## src/rtl/cla_add_arbiter.sv

```systemverilog
// Two-channel arbiter sharing one cla_8, run byte-serially to form 8*NBYTE-bit sums.
// Define CLA_ARB_RR_EN for round-robin arbitration; otherwise ch0 has fixed priority.

module cla_8 (
   input  logic [7:0] a,
   input  logic [7:0] b,
   input  logic       c_in,
   output logic [7:0] s,
   output logic       g_out,
   output logic       p_out
);
   logic [7:0] g, p;
   logic [8:0] gc, pc, c;
   logic       pp;

   // Each carry is a flat sum of products: g[j] & p[j+1..i], plus c_in & p[0..i].
   always_comb begin
      g  = a & b;
      p  = a ^ b;
      gc = '0;
      pc = '0;
      pp = 1'b0;
      for (int i = 0; i < 8; i++) begin
         gc[i+1] = g[i];
         pp      = p[i];
         for (int j = i - 1; j >= 0; j--) begin
            gc[i+1] = gc[i+1] | (g[j] & pp);
            pp      = pp & p[j];
         end
         pc[i+1] = pp;
      end
      c = gc | ({9{c_in}} & pc);
      c[0] = c_in;
   end

   assign s     = p ^ c[7:0];
   assign g_out = gc[8];
   assign p_out = &p;
endmodule

module cla_add_arbiter #(
   parameter  int NBYTE = 2,
   localparam int W     = 8 * NBYTE
) (
   input  logic         clk,
   input  logic         rst_n,
   input  logic         req0,
   input  logic         req1,
   input  logic [W-1:0] a0,
   input  logic [W-1:0] b0,
   input  logic [W-1:0] a1,
   input  logic [W-1:0] b1,
   output logic         ack0,
   output logic         ack1,
   output logic         out_valid,
   input  logic         out_ready,
   output logic [W-1:0] out_sum,
   output logic         out_co,
   output logic         out_id
);
   localparam int CW = (NBYTE > 1) ? $clog2(NBYTE) : 1;

   typedef enum logic [1:0] {IDLE, RUN, DONE} state_t;

   state_t                state;
   logic [NBYTE-1:0][7:0] a_q, b_q, sum_q;
   logic                  carry;
   logic [CW-1:0]         cnt;
   logic [7:0]            s;
   logic                  g_out, p_out, c_nxt;
   logic                  win1, accept;

`ifdef CLA_ARB_RR_EN
   logic last;
   // On a tie the channel not granted last time wins.
   assign win1 = req1 & (~req0 | ~last);
`else
   assign win1 = req1 & ~req0;
`endif

   // The handshake edge in DONE doubles as the IDLE sampling edge, so a waiting
   // request is picked up there and throughput is one op per NBYTE+1 cycles.
   assign accept = (req0 | req1) & ((state == IDLE) | ((state == DONE) & out_ready));

   cla_8 u_cla (
      .a     (a_q[cnt]),
      .b     (b_q[cnt]),
      .c_in  (carry),
      .s     (s),
      .g_out (g_out),
      .p_out (p_out)
   );

   assign c_nxt   = g_out | (p_out & carry);
   assign out_sum = sum_q;

   always_ff @(posedge clk or negedge rst_n) begin
      if (!rst_n) begin
         state     <= IDLE;
         a_q       <= '0;
         b_q       <= '0;
         sum_q     <= '0;
         carry     <= 1'b0;
         cnt       <= '0;
         ack0      <= 1'b0;
         ack1      <= 1'b0;
         out_valid <= 1'b0;
         out_co    <= 1'b0;
         out_id    <= 1'b0;
`ifdef CLA_ARB_RR_EN
         last      <= 1'b1;
`endif
      end else begin
         ack0 <= 1'b0;
         ack1 <= 1'b0;
         case (state)
            RUN: begin
               sum_q[cnt] <= s;
               carry      <= c_nxt;
               if (cnt == CW'(NBYTE - 1)) begin
                  state     <= DONE;
                  out_valid <= 1'b1;
                  out_co    <= c_nxt;
               end else begin
                  cnt <= cnt + CW'(1);
               end
            end
            DONE: begin
               if (out_ready) begin
                  state     <= IDLE;
                  out_valid <= 1'b0;
               end
            end
            default: ;
         endcase
         if (accept) begin
            state  <= RUN;
            a_q    <= win1 ? a1 : a0;
            b_q    <= win1 ? b1 : b0;
            carry  <= 1'b0;
            cnt    <= '0;
            ack0   <= ~win1;
            ack1   <= win1;
            out_id <= win1;
`ifdef CLA_ARB_RR_EN
            last   <= win1;
`endif
         end
      end
   end
endmodule
```

## config.mk

```make
export PLATFORM = sky130hd
export DESIGN_NAME = cla_add_arbiter
export DESIGN_NICKNAME = d
export VERILOG_FILES = /design/src/rtl/cla_add_arbiter.sv
export SDC_FILE = /design/constraint.sdc
export NUM_CORES = 1
export LEC_CHECK = 0
export BUFFER_PORTS_ARGS = -buffer_cell sky130_fd_sc_hd__buf_2
export CAP_MARGIN = 20
export CORE_MARGIN = 3
export CORE_UTILIZATION = 34
export DETAILED_ROUTE_END_ITERATION = 16
export HOLD_SLACK_MARGIN = 0.05
export PLACE_DENSITY = 0.66
export SLEW_MARGIN = 0
export SYNTH_ARGS = -nofsm -noshare
export SYNTH_HDL_FRONTEND = slang
export SYNTH_SLANG_ARGS = --single-unit
export TNS_END_PERCENT = 100
```

## constraint.sdc

```tcl
create_clock -name clk -period 5.6 [get_ports clk]
set_input_delay 0.28 -clock clk [delete_from_list [all_inputs] [get_ports clk]]
set_output_delay 0.28 -clock clk [all_outputs]
set_load 0.03 [all_outputs]
```

==> run_results.csv <==
group,metric,value,unit
clocking,cts_setup_buffers,0,
clocking,worst_skew_pair.late_latency,0.34,ns
die,ios,90,
logic_synthesis,synthArstFlopShare,1.00,
sta,finalCriticalPeriod,2.76,ns
clocking,cts.sinks,57,
sta,clock.fmax,363,MHz
placed_design,post_dp_cell_area,0.00344,sq mm
finish,num_antenna_cells,0,
routing,first_pass_iters,5,
routing,drt_iter0_markers,126,
status,status,"finished clean",
critical_path,critPathLaunchType,"flip-flop",
critical_path,cp_max_fo,23,
logic_synthesis,synth_top_area_share,0.488,
logic_synthesis,synthSimpleGateAreaFrac,0.110,
critical_path,critPathSlowestCell,"dfrtp_1",
clocking,cts_tree,"yes",
finish,syn2layout_area_growth,25.4,%
pwr,finalPower,894,uW
global_route,grt_max_degree,58,
routing,routed_wl,7.43,mm
clocking,path_clk_slew,0.06,ns
logic_synthesis,synth_edf_count,0,
critical_path,critPathKind,"flip-flop to flip-flop",
critical_path,worstPathArrival,3.00,ns
min_path,hp-class,"input port to asynchronous set/reset pin",
finish,finalInstanceArea,0.00367,sq mm
critical_path,crit_chain,"mux2_2 -> ha_1 -> o21ai_1 -> or4_4 -> and4_4 -> o31ai_1",
routing,vias,2604,
placed_design,place.gp.congestion,0.831,
placed_design,place_ws,2.83,ns
logic_synthesis,synth_fp_nets,387,
job,maxCapViolCount,0,
logic_synthesis,synthMuxAreaShare,0.0608,
pwr,p_leak,0.00186,uW
logic_synthesis,ys_seq_area_frac,0.488,
global_route,first_global_vias,2642,
logic_synthesis,netlist_instances,309,
global_route,grt_pass1_wl,12.5,mm
finish,nets,469,
routing,post-route-drc-count,0,
sta,drv_slew,0,
logic_synthesis,yosysMostFrequentCell,"dfrtp_1",
clocking,cts_hold_buf,0,
logic_synthesis,synth_xor_area_frac,0.0120,
global_route,gr-total-overflow,0,
logic_synthesis,synth_commonest_cells,"dfrtp_1 (57), nand2_1 (44), o21ai_1 (34), a21oi_1 (20), a22oi_1 (20)",
sta,hold_viol,0,
critical_path,crit_path_end_kind,"flip-flop",
logic_synthesis,yosys_warnings,0,
logic_synthesis,syn_avg_cell_area,9.46,sq um
sta,setup_viol,0,
routing,wire_per_inst,14.8,um
clocking,htreeDepth,3,
logic_synthesis,synth_top_area_cell,"dfrtp_1",
global_route,antenna_found_initial,0,
sta,worstMarginPinSlew,0.809,ns
finish,fillers,810,
finish,final_util,0.442,
sta,rsz0062_at_grt,"false",
logic_synthesis,synth_area,0.00292,sq mm
critical_path,critPathRequiredTime,5.84,ns
sta,finalClockSkew,0.00776,ns
die,core.rowCount,33,
logic_synthesis,synthTopCellsByArea,"dfrtp_1 (49%), o21ai_1 (5.8%), nand2_1 (5.6%), mux2_2 (5.4%), a22oi_1 (5.1%)",
sta,relSlewSlack,0.461,
finish,drive_above_1_share,0.321,
logic_synthesis,synth_top_family_by_area,"compound AO/OA/AOI/OAI gates",
global_route,grt.total_usage,0.161,
clocking,cts_buffers,9,
sta,worst_slack,2.84,ns
logic_synthesis,synth_compound_area_frac,0.240,
routing,ant_nets,0,
die,coreArea,0.00830,sq mm
die,fp.dieW,98.7,um
critical_path,slowest_delay,0.87,ns
die,fp.dieArea,0.00975,sq mm
clocking,cts_resized,0,
pwr,power_per_cell_area,244,mW/mm^2
logic_synthesis,synthAdderAreaFrac,0.0411,
clocking,root_buffer,"clkbuf_8",
pwr,vdd_drop_max,0.0000968,V
routing,drt-vias-per-instance,5.20,
die,die_h,98.7,um
placed_design,portBuffers,89,
logic_synthesis,synth_ff_type,"dfrtp_1",
sta,finalCritPeriodShare,0.492,
sta,tns,0,ns
logic_synthesis,ys_types,39,
clocking,cts_buffer_depth,2,
die,start_util,0.352,
placed_design,post-dp-hpwl,5.46,mm
logic_synthesis,ys_ff_latch,57,
## layout by cell type (no fill, tap or decap), types with 2 or more instances in the layout
| cell | count |
|---|---|
| inv_1 | 16 |
| dfrtp_1 | 57 |
| o21ai_1 | 34 |
| o31ai_1 | 7 |
| nand2_1 | 44 |
| a31oi_1 | 2 |
| nand2b_1 | 2 |
| a22oi_1 | 20 |
| mux2i_1 | 2 |
| ha_1 | 8 |
| nor2b_1 | 2 |
| nand4_1 | 7 |
| nand3_1 | 4 |
| a21oi_1 | 20 |
| nor2_1 | 4 |
| xnor2_1 | 2 |
| o22ai_1 | 18 |
| buf_2 | 89 |
| inv_2 | 2 |
| a21o_1 | 2 |
| o21ai_0 | 5 |
| clkbuf_8 | 14 |
| mux2_2 | 14 |
| nor3_1 | 2 |
| xor2_1 | 2 |
| buf_4 | 2 |
## cells by family after synthesis
kind of cell             after synthesis
adder cells (fa/ha/maj)                9
flip-flops                            57
buffers and inverters                 38
multiplexers                          16
AND/OR/NAND/NOR                       70
XOR/XNOR                               4
AO/OA/AOI/OAI                        115
## power breakdown
part / internal, uW / total, uW / switching [uW]
logic: 25.8 / 56.0 / 30.1
registers: 412 / 412 / 0
clock network: 267 / 427 / 160
total: 704 / 894 / 190
## flip-flops by register name (all words and copies together), names as in the netlist
register and flops:
a_q 16, ack0 1, ack1 1, b_q 16, carry 1, cnt 1, out_co 1, out_id 1
out_sum 16, out_valid 1, state 2
## final timing paths
path                            cells past startpoint               start                endpoint  slack [ns]
max in group asynchronous                           2               rst_n      b_q[9]$_DFFE_PN0P_        5.05
min in group clk                                    3              b1[12]     b_q[12]$_DFFE_PN0P_        0.21
worst max-delay path                                6     cnt$_DFFE_PN0P_  out_sum[6]$_DFFE_PN0P_        2.84
worst min register to register                      1  out_id$_DFFE_PN0P_      out_id$_DFFE_PN0P_        0.47
worst max register to register                      6     cnt$_DFFE_PN0P_  out_sum[6]$_DFFE_PN0P_        2.84
worst min-delay path                                2               rst_n          ack0$_DFF_PN0_        0.08
## layout make-up
class,instances,area (sq um),share of cell area
flip-flops and latches,57,1430,0.389
multi-input cells,214,1350,0.369
repair buffers,91,460,0.126
clock buffers,15,196,0.0536
well taps,105,131,0.0358
inverters,18,67.6,0.0184
clock inverters,1,30.0,0.00819
## routing by layer
layer,vias to the layer above,global-route usage,share of wire
met2,95,0.237,0.46
met1,1208,0.219,0.44
met3,13,0.0446,0.077
met4,0,0.0767,0.021
li1,1288,-,-
met5,-,0,0
## metrics by stage
step | hold WS [ns] | std cells
global placement | 0.457 | 485
detailed placement | 0.460 | 485
finish | 0.0761 | 501
global route | 0.155 | 501
floorplan | -0.0156 | 309
CTS | 0.0934 | 501
## worst max-delay path, delay by kind of cell (launching register included)
| kind | cells | cell delay (ns) |
|---|---|---|
| and+or+nand+nor | 2 | 0.71 |
| DFF | 1 | 0.87 |
| AOI/OAI and AO/OA | 2 | 0.31 |
| adders and majority gates | 1 | 0.34 |
| muxes | 1 | 0.42 |
Power figures use the tool's default switching activity.
